`config.mk`:
```
export PLATFORM = sky130hd
export DESIGN_NAME = vc_flit_buffer
export DESIGN_NICKNAME = d
export VERILOG_FILES = /design/src/rtl/vc_flit_buffer_pkg.sv /design/src/rtl/vc_sync_fifo.sv /design/src/rtl/vc_flit_buffer.sv
export SDC_FILE = /design/constraint.sdc
export NUM_CORES = 1
export LEC_CHECK = 0
export CAP_MARGIN = 5
export CORE_UTILIZATION = 40
export CTS_CLUSTER_DIAMETER = 120
export CTS_CLUSTER_SIZE = 12
export DETAILED_ROUTE_END_ITERATION = 10
export HOLD_SLACK_MARGIN = 0.02
export MAX_ROUTING_LAYER = met4
export PLACE_DENSITY = 0.63
export SETUP_SLACK_MARGIN = 0.02
export SLEW_MARGIN = 25
export SYNTH_ARGS = -nofsm -noshare
export SYNTH_HDL_FRONTEND = slang
export SYNTH_SLANG_ARGS = --single-unit
```
`constraint.sdc`:
```
create_clock -name clk_noc -period 5.48 [get_ports clk_noc]
set_clock_uncertainty 0.15 [all_clocks]
set_input_delay 1.37 -clock clk_noc [delete_from_list [all_inputs] [get_ports clk_noc]]
set_output_delay 1.37 -clock clk_noc [all_outputs]
set_load 0.02 [all_outputs]
```
`src/rtl/vc_flit_buffer_pkg.sv`:
```
// Shared types and sizing helpers for the multi-VC flit buffer.
// s_vc_flit_t is the flit view at the default 34-bit payload and 3-VC configuration.
package vc_flit_buffer_pkg;
  localparam int FLIT_W_DFLT = 34;
  localparam int VC_W_DFLT   = 2;

  typedef struct packed {
    logic [FLIT_W_DFLT-1:0] data;
    logic                   last;
    logic [VC_W_DFLT-1:0]   vc;
  } s_vc_flit_t;

  typedef enum logic [1:0] {ARB, HOLD, PKT} arb_st_t;

  function automatic int occ_w(input int depth);
    return $clog2(depth + 1);
  endfunction

  function automatic int vc_w(input int n);
    return (n > 1) ? $clog2(n) : 1;
  endfunction
endpackage

```
`src/rtl/vc_sync_fifo.sv`:
```
// Single-clock FIFO, one per VC; extra pointer MSB separates full from empty.
module vc_sync_fifo
  import vc_flit_buffer_pkg::*;
#(
  parameter int W     = 35,
  parameter int DEPTH = 4,
  parameter int OCC_W = occ_w(DEPTH)
) (
  input  logic             clk,
  input  logic             rst,
  input  logic             wr_en,
  input  logic [W-1:0]     wr_data,
  input  logic             rd_en,
  output logic [W-1:0]     rd_data,
  output logic             full,
  output logic             empty,
  output logic [OCC_W-1:0] occ
);
  localparam int AW = $clog2(DEPTH);
  localparam int PW = AW + 1;

  logic [DEPTH-1:0][W-1:0] mem;
  logic [PW-1:0]           wr_ptr, rd_ptr;

  always_ff @(posedge clk) begin
    if (rst) begin
      wr_ptr <= '0;
      rd_ptr <= '0;
    end else begin
      if (wr_en) wr_ptr <= wr_ptr + 1'b1;
      if (rd_en) rd_ptr <= rd_ptr + 1'b1;
    end
  end

  always_ff @(posedge clk) begin
    if (wr_en) mem[wr_ptr[AW-1:0]] <= wr_data;
  end

  assign empty   = (wr_ptr == rd_ptr);
  assign full    = (wr_ptr[PW-1] != rd_ptr[PW-1]) && (wr_ptr[AW-1:0] == rd_ptr[AW-1:0]);
  assign rd_data = mem[rd_ptr[AW-1:0]];
  // Pointer difference is the fill level; modulo wrap keeps it exact.
  assign occ     = OCC_W'(wr_ptr - rd_ptr);
endmodule

```
`src/rtl/vc_flit_buffer.sv`:
```
// Multi-VC flit buffer: per-VC FIFOs drained by a round-robin arbiter,
// optionally locking the grant for the whole packet.
module vc_flit_buffer
  import vc_flit_buffer_pkg::*;
#(
  parameter int FLIT_WIDTH = 34,
  parameter int N_VIRT_CHN = 3,
  parameter int FIFO_DEPTH = 4,
  parameter int LOCK_PKT   = 1,
  parameter int VC_W       = vc_w(N_VIRT_CHN)
) (
  input  logic                                        clk_noc,
  input  logic                                        arst_noc,
  input  logic                                        flush,
  input  logic                                        in_valid,
  output logic                                        in_ready,
  input  logic [VC_W-1:0]                             in_vc,
  input  logic                                        in_last,
  input  logic [FLIT_WIDTH-1:0]                       in_data,
  output logic                                        out_valid,
  input  logic                                        out_ready,
  output logic [VC_W-1:0]                             out_vc,
  output logic                                        out_last,
  output logic [FLIT_WIDTH-1:0]                       out_data,
  output logic [N_VIRT_CHN*occ_w(FIFO_DEPTH)-1:0]     occupancy,
  output logic                                        err_bad_vc
);
  localparam int OCC_W = occ_w(FIFO_DEPTH);

  typedef struct packed {
    logic                  last;
    logic [FLIT_WIDTH-1:0] data;
  } slot_t;

  logic                             rst_all, vc_ok, xfer, found;
  logic [N_VIRT_CHN-1:0]            wr_en, rd_en, full, empty;
  slot_t [N_VIRT_CHN-1:0]           head;
  logic [N_VIRT_CHN-1:0][OCC_W-1:0] occ;
  slot_t                            in_slot;
  arb_st_t                          st, st_n;
  logic [VC_W-1:0]                  gnt, gnt_n, rr_ptr, rr_n, pick, sel;

  function automatic logic [VC_W-1:0] nxt_vc(input logic [VC_W-1:0] x);
    return VC_W'((int'(x) + 1) % N_VIRT_CHN);
  endfunction

  assign rst_all   = arst_noc | flush;
  assign vc_ok     = int'(in_vc) < N_VIRT_CHN;
  assign in_ready  = vc_ok ? ~full[in_vc] : 1'b1;
  assign in_slot   = '{last: in_last, data: in_data};
  assign xfer      = out_valid && out_ready;
  assign occupancy = occ;

  for (genvar v = 0; v < N_VIRT_CHN; v++) begin : g_vc
    assign wr_en[v] = in_valid && vc_ok && (int'(in_vc) == v) && !full[v];
    assign rd_en[v] = xfer && (int'(sel) == v);
    vc_sync_fifo #(.W(FLIT_WIDTH + 1), .DEPTH(FIFO_DEPTH), .OCC_W(OCC_W)) u_fifo (
      .clk(clk_noc), .rst(rst_all), .wr_en(wr_en[v]), .wr_data(in_slot),
      .rd_en(rd_en[v]), .rd_data(head[v]), .full(full[v]), .empty(empty[v]), .occ(occ[v])
    );
  end

  // First non-empty VC at or after rr_ptr, wrapping.
  always_comb begin
    int idx;
    idx   = 0;
    pick  = rr_ptr;
    found = 1'b0;
    for (int k = 0; k < N_VIRT_CHN; k++) begin
      idx = (int'(rr_ptr) + k) % N_VIRT_CHN;
      if (!found && !empty[idx]) begin
        found = 1'b1;
        pick  = VC_W'(idx);
      end
    end
  end

  always_comb begin
    sel       = (st == ARB) ? pick : gnt;
    out_valid = (st == ARB) ? found : !empty[gnt];
    out_vc    = out_valid ? sel : '0;
    out_last  = out_valid ? head[sel].last : 1'b0;
    out_data  = out_valid ? head[sel].data : '0;
  end

  always_comb begin
    st_n  = st;
    gnt_n = gnt;
    rr_n  = rr_ptr;
    case (st)
      ARB: begin
        if (xfer) begin
          rr_n = nxt_vc(sel);
          if ((LOCK_PKT != 0) && !out_last) begin
            st_n  = PKT;
            gnt_n = sel;
          end
        end else if (out_valid) begin
          st_n  = HOLD;
          gnt_n = sel;
        end
      end
      HOLD: begin
        if (xfer) begin
          rr_n = nxt_vc(gnt);
          st_n = ((LOCK_PKT != 0) && !out_last) ? PKT : ARB;
        end
      end
      PKT: begin
        if (xfer && out_last) begin
          rr_n = nxt_vc(gnt);
          st_n = ARB;
        end
      end
      default: st_n = ARB;
    endcase
  end

  always_ff @(posedge clk_noc) begin
    if (rst_all) begin
      st         <= ARB;
      gnt        <= '0;
      rr_ptr     <= '0;
      err_bad_vc <= 1'b0;
    end else begin
      st     <= st_n;
      gnt    <= gnt_n;
      rr_ptr <= rr_n;
      if (in_valid && !vc_ok) err_bad_vc <= 1'b1;
    end
  end
endmodule

```
# [After elaboration in Yosys (flattened, before gate mapping)]
# Cells that the tools add are included.
[totals] input_bits=42 regBits=445 output_inout_bits=49
[classes] eq_ne=21 magnitude_cmp=16 muxes=56 reduce_logical=37 div=5 n_addsub=13 n_bitwise=2
[op_table] operator="140-bit bitwise mux" count=3
[op_table] operator="35-bit binary-select mux with 2-bit select" count=4
[op_table] operator="35-bit two-way mux" count=7
[op_table] operator="35-bit demux with 2-bit select" count=3
[op_table] operator="32-bit by 3-bit modulo with 32-bit output (second input constant)" count=4
[op_table] operator="32-bit by 4-bit less-than comparator with 1-bit output (second input constant)" count=3
[op_table] operator="2-bit two-way mux" count=17
[op_table] operator="34-bit two-way mux" count=1
[op_table] operator="3-bit by 3-bit modulo with 32-bit output (second input constant)" count=1
[op_table] operator="2-bit by 3-bit less-than comparator with 1-bit output (second input constant)" count=9
[op_table] operator="1-bit logical AND" count=21
[op_table] operator="3-bit by 1-bit adder with 3-bit output (second input constant)" count=6
[op_table] operator="1-bit two-way mux" count=14
[op_table] operator="2-bit one-hot mux with 3 select lines" count=2
[op_table] operator="1-bit binary-select mux with 2-bit select" count=5
[op_table] operator="2-bit == test (second input constant)" count=5
[op_table] operator="2-bit by 1-bit adder with 3-bit output (second input constant)" count=3
[op_table] operator="3-bit == test" count=3
[op_table] operator="3-bit subtractor" count=3
[op_table] operator="1-bit zero test" count=8
[op_table] operator="2-bit != test (second input constant)" count=4
[op_table] operator="4-bit AND reduction" count=2
[op_table] operator="2-bit == test" count=3
[op_table] operator="2-bit by 1-bit >= comparator with 1-bit output (second input constant)" count=3
[op_table] operator="other kinds (11)" count=16

# [Depth between registers and ports, before layout]
# Gate-level depths: netlist of the first run.
[depth] depth_word=18 depth_mapped=17 depth_no_buf=11

# [Modules after synthesis]
# From an unflattened synthesis of the first run, not the netlist that was laid out.
[unflattened] hier_cells=955 area_unflattened_um2=18311.3
[by_module_without_submodules] mod="vc_sync_fifo" area_each_um2=5510.3 seq_area_each_um2=4324.1 cells_per_inst=226 instances=3
[by_module_without_submodules] mod="vc_flit_buffer" area_each_um2=1780.5 seq_area_each_um2=140.1 cells_per_inst=277 instances=1

# [Least setup slack after synthesis of the first run]
# No wires, ideal clock.
[synth_timing] path_type="flip-flop to output port" start="reg g_vc[1].u_fifo.rd_ptr[1]" end="out out_data[10]" path_stages_with_launch=16 slack_ns=0.240 n_path_buf=5 required_ns=3.960 arrival_ns=3.720 path_cell_list="dfxtp_1 clkbuf_1 buf_1 inv_1 ha_1 and2_1 clkbuf_1 a2111o_1 a211o_1 o311a_4 or2_1 clkbuf_1 nor2_2 buf_2 a22oi_1 nor2_1"
[synth_between] elab_chain_len=14 elab_cells_between_ends=31 cone_classes="eq/ne (1); mux (24); reduce/logical (6)"
[synth_rtl] item="from (decl)" line_no="vc_sync_fifo.sv:23" text="logic [PW-1:0] wr_ptr, rd_ptr;"
[synth_rtl] item="from (signal assigned)" line_no="vc_sync_fifo.sv:31" text="if (rd_en) rd_ptr <= rd_ptr + 1'b1;"
[synth_rtl] item="3-bit == test" line_no="vc_sync_fifo.sv:39" text="assign empty = (wr_ptr == rd_ptr);"
[synth_rtl] item="1-bit binary-select mux with 2-bit select" line_no="vc_flit_buffer.sv:71" text="if (!found && !empty[idx]) begin"
[synth_rtl] item="1-bit two-way mux (implied by the code) (2 in series)" line_no="vc_flit_buffer.sv:71"
[synth_rtl] item="1-bit zero test" line_no="vc_flit_buffer.sv:71"
[synth_rtl] item="1-bit logical AND" line_no="vc_flit_buffer.sv:71"
[synth_rtl] item="1-bit two-way mux" line_no="vc_flit_buffer.sv:71"
[synth_rtl] item="1-bit zero test" line_no="vc_flit_buffer.sv:71"
[synth_rtl] item="1-bit logical AND" line_no="vc_flit_buffer.sv:71"
[synth_rtl] item="2-bit two-way mux" line_no="vc_flit_buffer.sv:71"
[synth_rtl] item="2-bit two-way mux" line_no="vc_flit_buffer.sv:79" text="sel = (st == ARB) ? pick : gnt;"
[synth_rtl] item="35-bit binary-select mux with 2-bit select" line_no="vc_flit_buffer.sv:83" text="out_data = out_valid ? head[sel].data : '0;"
[synth_rtl] item="35-bit two-way mux (implied by the code)" line_no="vc_flit_buffer.sv:83"
[synth_rtl] item="34-bit two-way mux *" line_no="vc_flit_buffer.sv:83"
[synth_rtl] item="to (decl)" line_no="vc_flit_buffer.sv:24" text="output logic [FLIT_WIDTH-1:0] out_data,"
# Mark *: on every way between the ends. The rest lies on a longest branch, timed or not. The select of a mux whose other input is x is not followed.

# [Worst setup path in the final report of the first run]
[layout_timing] start="reg g_vc[1].u_fifo.wr_ptr[0]" end="out out_data[20]"
[layout_between] elab_chain_len=14 elab_cells_between_ends=29 cone_classes="eq/ne (1); mux (22); reduce/logical (6)"
[layout_rtl] item="from (decl)" line_no="vc_sync_fifo.sv:23"
[layout_rtl] item="from (signal assigned)" line_no="vc_sync_fifo.sv:30" text="if (wr_en) wr_ptr <= wr_ptr + 1'b1;"
[layout_rtl] item="3-bit == test *" line_no="vc_sync_fifo.sv:39"
[layout_rtl] item="1-bit binary-select mux with 2-bit select" line_no="vc_flit_buffer.sv:71"
[layout_rtl] item="1-bit two-way mux (implied by the code) (2 in series)" line_no="vc_flit_buffer.sv:71"
[layout_rtl] item="1-bit zero test" line_no="vc_flit_buffer.sv:71"
[layout_rtl] item="1-bit logical AND" line_no="vc_flit_buffer.sv:71"
[layout_rtl] item="1-bit two-way mux" line_no="vc_flit_buffer.sv:71"
[layout_rtl] item="1-bit zero test" line_no="vc_flit_buffer.sv:71"
[layout_rtl] item="1-bit logical AND" line_no="vc_flit_buffer.sv:71"
[layout_rtl] item="2-bit two-way mux" line_no="vc_flit_buffer.sv:71"
[layout_rtl] item="2-bit two-way mux" line_no="vc_flit_buffer.sv:79"
[layout_rtl] item="35-bit binary-select mux with 2-bit select" line_no="vc_flit_buffer.sv:83"
[layout_rtl] item="35-bit two-way mux (implied by the code)" line_no="vc_flit_buffer.sv:83"
[layout_rtl] item="34-bit two-way mux *" line_no="vc_flit_buffer.sv:83"
# Marked as above.

==> results of run 1 <==
-- power by group through the flow --
stage | Combinational (µW) | Clock (µW) | Sequential [µW]
6_report | 4010 | 2690 | 3780
5_1_grt | 4290 | 2880 | 3790
4_1_cts | 3530 | 2770 | 3780
3_5_place_dp | 3570 | 0 | 3850
3_3_place_gp | 3570 | 0 | 3850
2_1_floorplan | 2060 | 0 | 3850
-- state kept, by name (all words and copies together), names as in the netlist --
name / count
g_vc.u_fifo.mem: 420
g_vc.u_fifo.wr_ptr: 9
rr_ptr: 2
err_bad_vc: 1
st: 2
gnt: 2
g_vc.u_fifo.rd_ptr: 9
-- synthesized netlist by cell type, types with 5 or more instances --
library cell  count  area [µm²]
mux2i_1           9        90.1
clkbuf_1         32         120
nand3_1           6        30.0
nor2_1           66         248
edfxtp_1        420       12600
a22oi_1          34         255
a21oi_1          14        70.1
xnor2_1          13         114
mux2_1           32         360
buf_2            10        50.1
mux4_2          105        2360
and2_1           15        93.8
ha_1             28         350
dfxtp_1          25         500
inv_1            25        93.8
o21ai_0          10        50.1
buf_1             5        18.8
nand2_1          16        60.1
-- critical path: cells and delay by family (launching register included) --
family          cells  cell delay (ns)
simple gates        4             0.85
buf+inv             4             0.73
fa+ha+maj           1             0.32
compound gates      4             0.98
flops               1             0.37
-- cell type report --
cell class                 count  area [µm²]  share of cell area (%)
clock inverter                 5        68.8                   0.319
inverter                      25        93.8                   0.435
multi-input combinational    430        4970                    23.0
antenna                        2        5.00                  0.0232
tap                          592         741                    3.44
timing repair buffer         141        1390                    6.45
sequential                   445       13100                    60.9
clock buffer                  66        1160                    5.39
-- per-layer routing --
metal | vias up | share of wire [%] | wire (µm) | global-route usage [%]
met4 | 0 | 1.8 | 758 | 4.99
li1 | 4110 | - | - | -
met3 | 63 | 4.8 | 2010 | 2.48
met5 | - | 0 | 0 | -
met1 | 4887 | 46 | 18900 | 25.7
met2 | 264 | 48 | 19800 | 28.2
-- per-stage QoR --
step | TNS (ns) | setup slack, ns
2_1_floorplan | 0 | 0.240
3_3_place_gp | 0 | 0.276
3_5_place_dp | 0 | 0.235
4_1_cts | 0 | 0.0189
5_1_grt | -0.0148 | -0.00868
6_report | 0 | 0.117
-- how the worst max path moves through the flow --
stage	depth (start not counted)	slack, ns	to	from
6_report	13	0.12	out_data[20]	g_vc[1].u_fifo.wr_ptr[0]
4_1_cts	13	0.02	out_data[24]	g_vc[1].u_fifo.wr_ptr[0]
2_1_floorplan	15	0.24	out_data[10]	g_vc[1].u_fifo.rd_ptr[1]
3_3_place_gp	13	0.28	out_data[17]	g_vc[0].u_fifo.wr_ptr[0]
3_5_place_dp	12	0.23	out_data[32]	g_vc[2].u_fifo.wr_ptr[0]
5_1_grt	13	-0.009	out_data[17]	g_vc[1].u_fifo.wr_ptr[0]
-- cell usage in the layout, fill, tap and decap left out, types with 9 or more instances in the layout --
cell type | Yosys | routed
edfxtp_1 | 420 | 420
mux4_2 | 105 | 105
nor2_1 | 66 | 66
clkdlybuf4s50_1 | 0 | 54
clkbuf_16 | 0 | 47
buf_4 | 0 | 34
mux2_1 | 32 | 32
ha_1 | 28 | 27
inv_1 | 25 | 25
clkbuf_1 | 32 | 23
a22oi_1 | 34 | 22
dfxtp_1 | 25 | 17
clkbuf_2 | 0 | 17
nand2_1 | 16 | 15
xnor2_1 | 13 | 13
and2_2 | 0 | 13
a21oi_1 | 14 | 13
a22oi_2 | 0 | 12
o21ai_0 | 10 | 10
mux2i_1 | 9 | 9
-- logic make-up after synthesis --
| group | count (synthesis) | synth area share, % |
|---|---|---|
| DFF | 445 | 72.0 |
| muxes | 148 | 15.6 |
| and+or+nand+nor | 136 | 3.63 |
| AOI/OAI and AO/OA | 94 | 3.87 |
| buffers and inverters | 72 | 1.55 |
| adders and majority gates | 31 | 2.25 |
| xor gates and xnor gates | 20 | 1.15 |
-- timing repair --
| action | in CTS | in global routing |
|---|---|---|
| endpoints found under the setup margin | 36 | 38 |
| buffers inserted | 2 | 8 |
| gates resized for setup | 68 | 65 |
| cloned | 0 | 6 |
| hold endpoints to repair | 0 | 0 |
| hold buffers | 0 | 0 |
| pin swaps | 1 | 6 |
==> impl_metrics.ini, run 1 <==
[run_status]
status = completed

[hold_path]
min_to = err_bad_vc
min_from = err_bad_vc
hold_path_depth = 2
min_path_type = flip-flop to flip-flop

[clock_network]
cts_tree = done
clockBufferDepth = 3
path_clk_slew_ns = 0.06
clock_latency_ns = 0.58
cts_buffers = 43
cts_max_level = 2
cts-root-buf = clkbuf_16
cts.sinks = 445

[floorplan]
io_pins = 91
fp.dieW_um = 215
dieHeight_um = 215
core.rowCount = 77
core_area_um2 = 44600
initial_utilization_pct = 40.8
dieArea_um2 = 46400

[worst_setup_path]
arrival_ns = 3.84
reg2reg_depth = 12
worstPathCellList = inv_1, ha_1, and2_4, buf_4, a2111o_1, a211o_1, o311a_4, or2_2, nor2_4, buf_6, a22oi_1, nor2_1, clkdlybuf4s15_2
start_kind = flip-flop
r2r_setup_slack_ns = 1.81
worstPathRequired_ns = 3.96
max_stage_delay_ns = 0.42
r2r_end = st[0]
worstSetupPathType = flip-flop to primary output
cpMaxStageDelayCell = a2111o_1
crit_fanout = 9
timing.rr.start = rr_ptr[1]
worst_setup_path_end_kind = primary output

[drt]
route.detailed.drc = 0
wl_per_cell_um = 24.3
dr.first_iter.drc_count = 735
vias_per_cell = 5.47
ant_nets = 0
routed-via-count = 9324
drt-pass1-iter-count = 5
routed_wl_um = 41500

[sta]
grt_setup_unrepaired = true
setup_viol = 0
period_share_pct = 97.9
tightestPinTransition_ns = 0.902
max_freq_mhz = 186
whs_ns = 0.323
period_minus_slack_ns = 5.36
slew_violations = 0
hold_violations = 0
relSlewSlack_pct = 39.9

[power_and_ir_drop]
p_leak_uw = 0.00695
p_int_uw = 6940
ir_drop_mv = 0.300
power_frac_seq_pct = 36.1
p_per_area_nw_per_um2 = 487
power_switching_uw = 3550
finalPower_uw = 10500
sw_frac_of_total_pct = 33.9
power.share.clock_pct = 25.7
combinationalPowerShare_pct = 38.2

[finish]
fin_cells = 1706
area_growth_pct = 18.3
fin_nets = 1159
drive_gt1_share_pct = 26.1
fin_util_pct = 48.3
final_area_um2 = 21500
fillers = 3656

[grt]
grt_max_degree = 39
grt_pass1_wl_um = 61000
overflow = 0
grt_pass1_vias = 9388
grt_antenna_before_repair = 2
grt.total_usage_pct = 18.3

[placement]
gp_congestion = 0.852
placed_area_um2 = 20100
port_buffers = 90
hpwl_um = 23100
placed_cells = 1617

[synthesis]
synth_edf_count = 420
yosysUniqueCellTypes = 67
yosys_warnings = 0
synth_seq_cells = 445
synth_fp_nets = 1019
synthFlopType = edfxtp_1
syn-cell-area_um2 = 18200
synth-seq-area-share_pct = 72.0
synthCells = 946
async_flop_share_pct = 0
syn_area_per_cell_um2 = 19.3

[run]
drv_cap = 0
No activity file was read; power rests on OpenSTA's default activity.
==> inputs of run 2 (changes only) <==
--- a/constraint.sdc
+++ b/constraint.sdc
@@ -3,3 +3,3 @@
 set_input_delay 1.37 -clock clk_noc [delete_from_list [all_inputs] [get_ports clk_noc]]
 set_output_delay 1.37 -clock clk_noc [all_outputs]
-set_load 0.02 [all_outputs]
+set_load 0.1 [all_outputs]
==> impl_metrics.ini, run 2 (synthesis gave the netlist of run 1 again) <==
[worst_setup_path]
worst_setup_path_end_kind = primary output
worstPathCellList = inv_1, ha_1, nand2_1, nor2_4, buf_4, a32o_1, a211o_1, o21ai_4, buf_12, buf_12, mux2_1, a22oi_1, nor2_4, buf_12
timing.rr.start = g_vc[2].u_fifo.wr_ptr[0]
cpMaxStageDelayCell = dfxtp_1
arrival_ns = 3.78
max_stage_delay_ns = 0.40
r2r_setup_slack_ns = 1.82
start_kind = flip-flop
worstSetupPathType = flip-flop to primary output
worstPathRequired_ns = 3.96
r2r_end = st[1]
reg2reg_depth = 13
crit_top_cell = buf_12
crit_fanout = 13

[grt]
grt_pass1_vias = 9559
grt.total_usage_pct = 18.2
grt_antenna_before_repair = 1
grt_max_degree = 43
overflow = 0
grt_pass1_wl_um = 61200

[finish]
final_cell_mix = edfxtp_1, mux4_2, clkdlybuf4s50_1, clkbuf_16, buf_12
fin_util_pct = 49.2
fin_nets = 1145
final_common_cell = edfxtp_1
largest_reg_flops = 420
final_area_um2 = 22000
fin_cells = 1684
area_growth_pct = 20.5
drive_gt1_share_pct = 29.2

[sta]
setup_slack_ns = 0.175
setup_viol = 0
hold_violations = 0
period_minus_slack_ns = 5.30
period_share_pct = 96.8
max_freq_mhz = 189
relSlewSlack_pct = 35.0
grt_setup_unrepaired = false
slew_violations = 0
tightestPinTransition_ns = 0.972

[floorplan]
dieHeight_um = 215
initial_utilization_pct = 40.8
core.rowCount = 77
core_area_um2 = 44600
fp.dieW_um = 215
io_pins = 91
dieArea_um2 = 46400

[clock_network]
cts_tree = done
clock_latency_ns = 0.55
cts-root-buf = clkbuf_16
path_clk_slew_ns = 0.07
clockBufferDepth = 3
cts.sinks = 445
holdBufCountCts = 0
cts_buffers = 43
cts_max_level = 2

[hold_path]
min_path_type = flip-flop to flip-flop
hold_path_depth = 2
min_from = err_bad_vc
min_to = err_bad_vc

[run_status]
status = completed

[drt]
ant_nets = 0
dr.first_iter.drc_count = 787
routed-via-count = 9186
routed_wl_um = 40100
vias_per_cell = 5.45
wl_per_cell_um = 23.8
drt-pass1-iter-count = 5
route.detailed.drc = 0

[placement]
port_buffers = 90
hpwl_um = 23300
placed_cells = 1613
place_ws_ns = 0.348
placed_area_um2 = 20600
gp_congestion = 0.835

[power_and_ir_drop]
p_per_area_nw_per_um2 = 584
p_leak_uw = 0.00698
ir_drop_mv = 0.503

[run]
drv_cap = 0
## run 2: timing repair
item | 4_1_cts | 5_1_grt
endpoints found under the setup margin | 34 | 35
setup buffers | 4 | 2
pin swaps | 2 | 1
resized for setup | 4 | 14
## run 2: layer usage
| layer | routed length (µm) | track usage (%) | up-vias |
|---|---|---|---|
| met4 | 767 | 4.49 | 0 |
| met3 | 2090 | 3.04 | 60 |
| met5 | 0 | - | - |
| met2 | 19200 | 27.8 | 236 |
| li1 | - | - | 4056 |
| met1 | 18100 | 25.6 | 4834 |
## run 2: layout make-up
class | instances | area (µm²)
Antenna cell | 1 | 2.50
Multi-Input combinational cell | 429 | 5150
Clock inverter | 1 | 11.3
Fill cell | 3596 | 22700
Clock buffer | 63 | 1190
Timing Repair Buffer | 128 | 1640
Inverter | 25 | 93.8
Tap cell | 592 | 741
Sequential cell | 445 | 13100
## run 2: where the power goes
group	total [µW]	internal [µW]	switching, µW
sequential	3780	3760	21.1
clock	2680	1490	1180
combinational	6370	2260	4110
## run 2: critical path, delay by kind of cell (launching register included)
kind	cells	cell delay [ns]
AO/OA/AOI/OAI	4	1.00
adder cells (fa/ha/maj)	1	0.32
buffers and inverters	5	0.74
flip-flops	1	0.40
multiplexers	1	0.38
AND/OR/NAND/NOR	3	0.39
## run 2: worst max-delay path by stage
stage,from,to,slack [ns],cells after the start
after global placement,g_vc[1].u_fifo.wr_ptr[0],out_data[29],0.29,12
after detailed placement,g_vc[1].u_fifo.wr_ptr[0],out_data[29],0.35,12
after floorplan,g_vc[1].u_fifo.rd_ptr[1],out_data[30],-0.15,15
after global routing,g_vc[0].u_fifo.wr_ptr[0],out_data[3],0.01,13
after CTS,g_vc[1].u_fifo.wr_ptr[0],out_last,0.03,12
final,g_vc[0].u_fifo.wr_ptr[0],out_data[10],0.18,14
## run 2: metrics by stage
step                hold WS, ns  TNS, ns  power, µW
floorplan                 0.318   -0.870       7910
global placement          0.303        0      10100
global route              0.380        0      13300
CTS                       0.355        0      12900
finish                    0.343        0      12800
detailed placement        0.336        0      10100
==> inputs of run 3 (changes only) <==
Settings changed: CELL_PAD_IN_SITES_DETAIL_PLACEMENT from default to 0, CELL_PAD_IN_SITES_GLOBAL_PLACEMENT from default to 1, PLACE_DENSITY 0.63 to 0.69.
==> impl_metrics.ini, run 3 (synthesis gave the netlist of run 1 again) <==
[placement]
hpwl_um = 23200
placed_area_um2 = 20600
port_buffers = 90
place_ws_ns = 0.512
gp_congestion = 0.811
placed_cells = 1613

[clock_network]
cts-root-buf = clkbuf_16
cts_max_level = 2
cts_tree = done
clock_latency_ns = 0.53
cts.sinks = 445
cts_buffers = 43
holdBufCountCts = 0
clockBufferDepth = 3
path_clk_slew_ns = 0.07

[worst_setup_path]
r2r_setup_slack_ns = 1.65
crit_fanout = 13
arrival_ns = 3.81
worstSetupPathType = flip-flop to primary output
crit_start = g_vc[2].u_fifo.wr_ptr[0]
timing.rr.start = g_vc[2].u_fifo.wr_ptr[0]
r2r_end = st[0]
worst_setup_path_end_kind = primary output
worstPathRequired_ns = 3.96
reg2reg_depth = 13
start_kind = flip-flop

[floorplan]
dieHeight_um = 215
core_area_um2 = 44600
initial_utilization_pct = 40.8
dieArea_um2 = 46400
core.rowCount = 77
io_pins = 91
fp.dieW_um = 215

[grt]
grt.total_usage_pct = 18.3
overflow = 0
grt_max_degree = 39
grt_pass1_vias = 9710
grt_antenna_before_repair = 1
grt_pass1_wl_um = 61200

[sta]
tightestPinTransition_ns = 0.993
setup_slack_ns = 0.148
max_freq_mhz = 188
grt_setup_unrepaired = false
period_share_pct = 97.3
relSlewSlack_pct = 33.4
slew_violations = 0
period_minus_slack_ns = 5.33
hold_violations = 0
setup_viol = 0

[power_and_ir_drop]
p_per_area_nw_per_um2 = 589
sw_frac_of_total_pct = 42.0
power_switching_uw = 5420
power_frac_seq_pct = 29.3
p_leak_uw = 0.00694
ir_drop_mv = 0.589
power.share.clock_pct = 20.0
combinationalPowerShare_pct = 50.7
p_int_uw = 7490

[drt]
ant_nets = 0
dr.first_iter.drc_count = 755
routed_wl_um = 41000
routed-via-count = 9269
route.detailed.drc = 0
wl_per_cell_um = 24.5
drt-pass1-iter-count = 5
vias_per_cell = 5.55

[finish]
multiInputGateArea_um2 = 5210
fillers = 3642
largest_reg_flops = 420
fin_cells = 1671
drive_gt1_share_pct = 30.1
area_growth_pct = 20.4
final_cell_mix = edfxtp_1, mux4_2, clkdlybuf4s50_1, clkbuf_16, buf_12
final_common_cell = edfxtp_1
final_area_um2 = 21900
fin_nets = 1143
regArea_um2 = 13100

[hold_path]
hold_path_depth = 2
min_to = err_bad_vc
min_from = err_bad_vc
min_path_type = flip-flop to flip-flop

[run]
drv_cap = 0

[run_status]
status = completed
-- run 3: cell count changes in the layout (fill, tap and decap cells not counted), sizes merged --
cell,delta
buf,-5
inv,+1
clkdlybuf4s50,+2
clkbuf,-11
-- run 3: timing repair --
item,4_1_cts,5_1_grt
pin swaps,0,4
endpoints found under the setup margin,27,35
resized for setup,5,33
buffers inserted,0,3
gates cloned,0,1
-- run 3: worst max path at each step --
stage / cells past startpoint / to / slack, ns
2_1_floorplan: 15 / out_data[30] / -0.15
3_3_place_gp: 12 / out_data[13] / 0.54
3_5_place_dp: 12 / out_data[33] / 0.51
4_1_cts: 12 / out_data[32] / 0.03
5_1_grt: 12 / out_last / 0.01
6_report: 13 / out_data[33] / 0.15
-- run 3: worst max-delay path: stages (launching register included) --
cell,delay [ns]
dfxtp_2,0.37
inv_1,0.09
ha_1,0.36
and2_2,0.22
nand4_1,0.18
a32o_1,0.32
a211o_1,0.34
o21ai_4,0.16
buf_4,0.14
buf_12,0.16
mux2_1,0.36
a22oi_2,0.29
nor2_2,0.09
buf_12,0.18
-- run 3: metal layers --
layer	GRT usage, %	part of all wire (%)	vias up
li1	-	-	4062
met1	25.6	45	4894
met2	28.5	48	258
met3	2.54	4.9	55
met4	4.63	1.9	0
met5	-	0	-
-- run 3: power by group through the flow --
stage	sequential [µW]	clock (µW)	combinational, µW
global route	3790	2750	6840
finish	3780	2580	6550
floorplan	3850	0	4060
global placement	3850	0	6190
detailed placement	3860	0	6210
CTS	3780	2630	6250
-- run 3: through the flow --
| stage | util, % | hold WS (ns) | setup TNS (ns) | total power, µW |
|---|---|---|---|---|
| 5_1_grt | 49.2 | 0.363 | 0 | 13400 |
| 3_5_place_dp | 46.2 | 0.314 | 0 | 10100 |
| 4_1_cts | 48.7 | 0.332 | 0 | 12700 |
| 3_3_place_gp | 46.2 | 0.299 | 0 | 10000 |
| 2_1_floorplan | - | 0.318 | -0.870 | 7910 |
| 6_report | 49.2 | 0.331 | 0 | 12900 |
-- run 3: area by class of cell --
type                    count  share of cell area (%)
well taps                 592                    3.38
multi-input cells         429                    23.8
clock inverters             2                  0.0913
clock buffers              51                    5.04
diodes                      1                  0.0114
flip-flops and latches    445                    59.8
inverters                  25                   0.428
repair buffers            126                    7.47
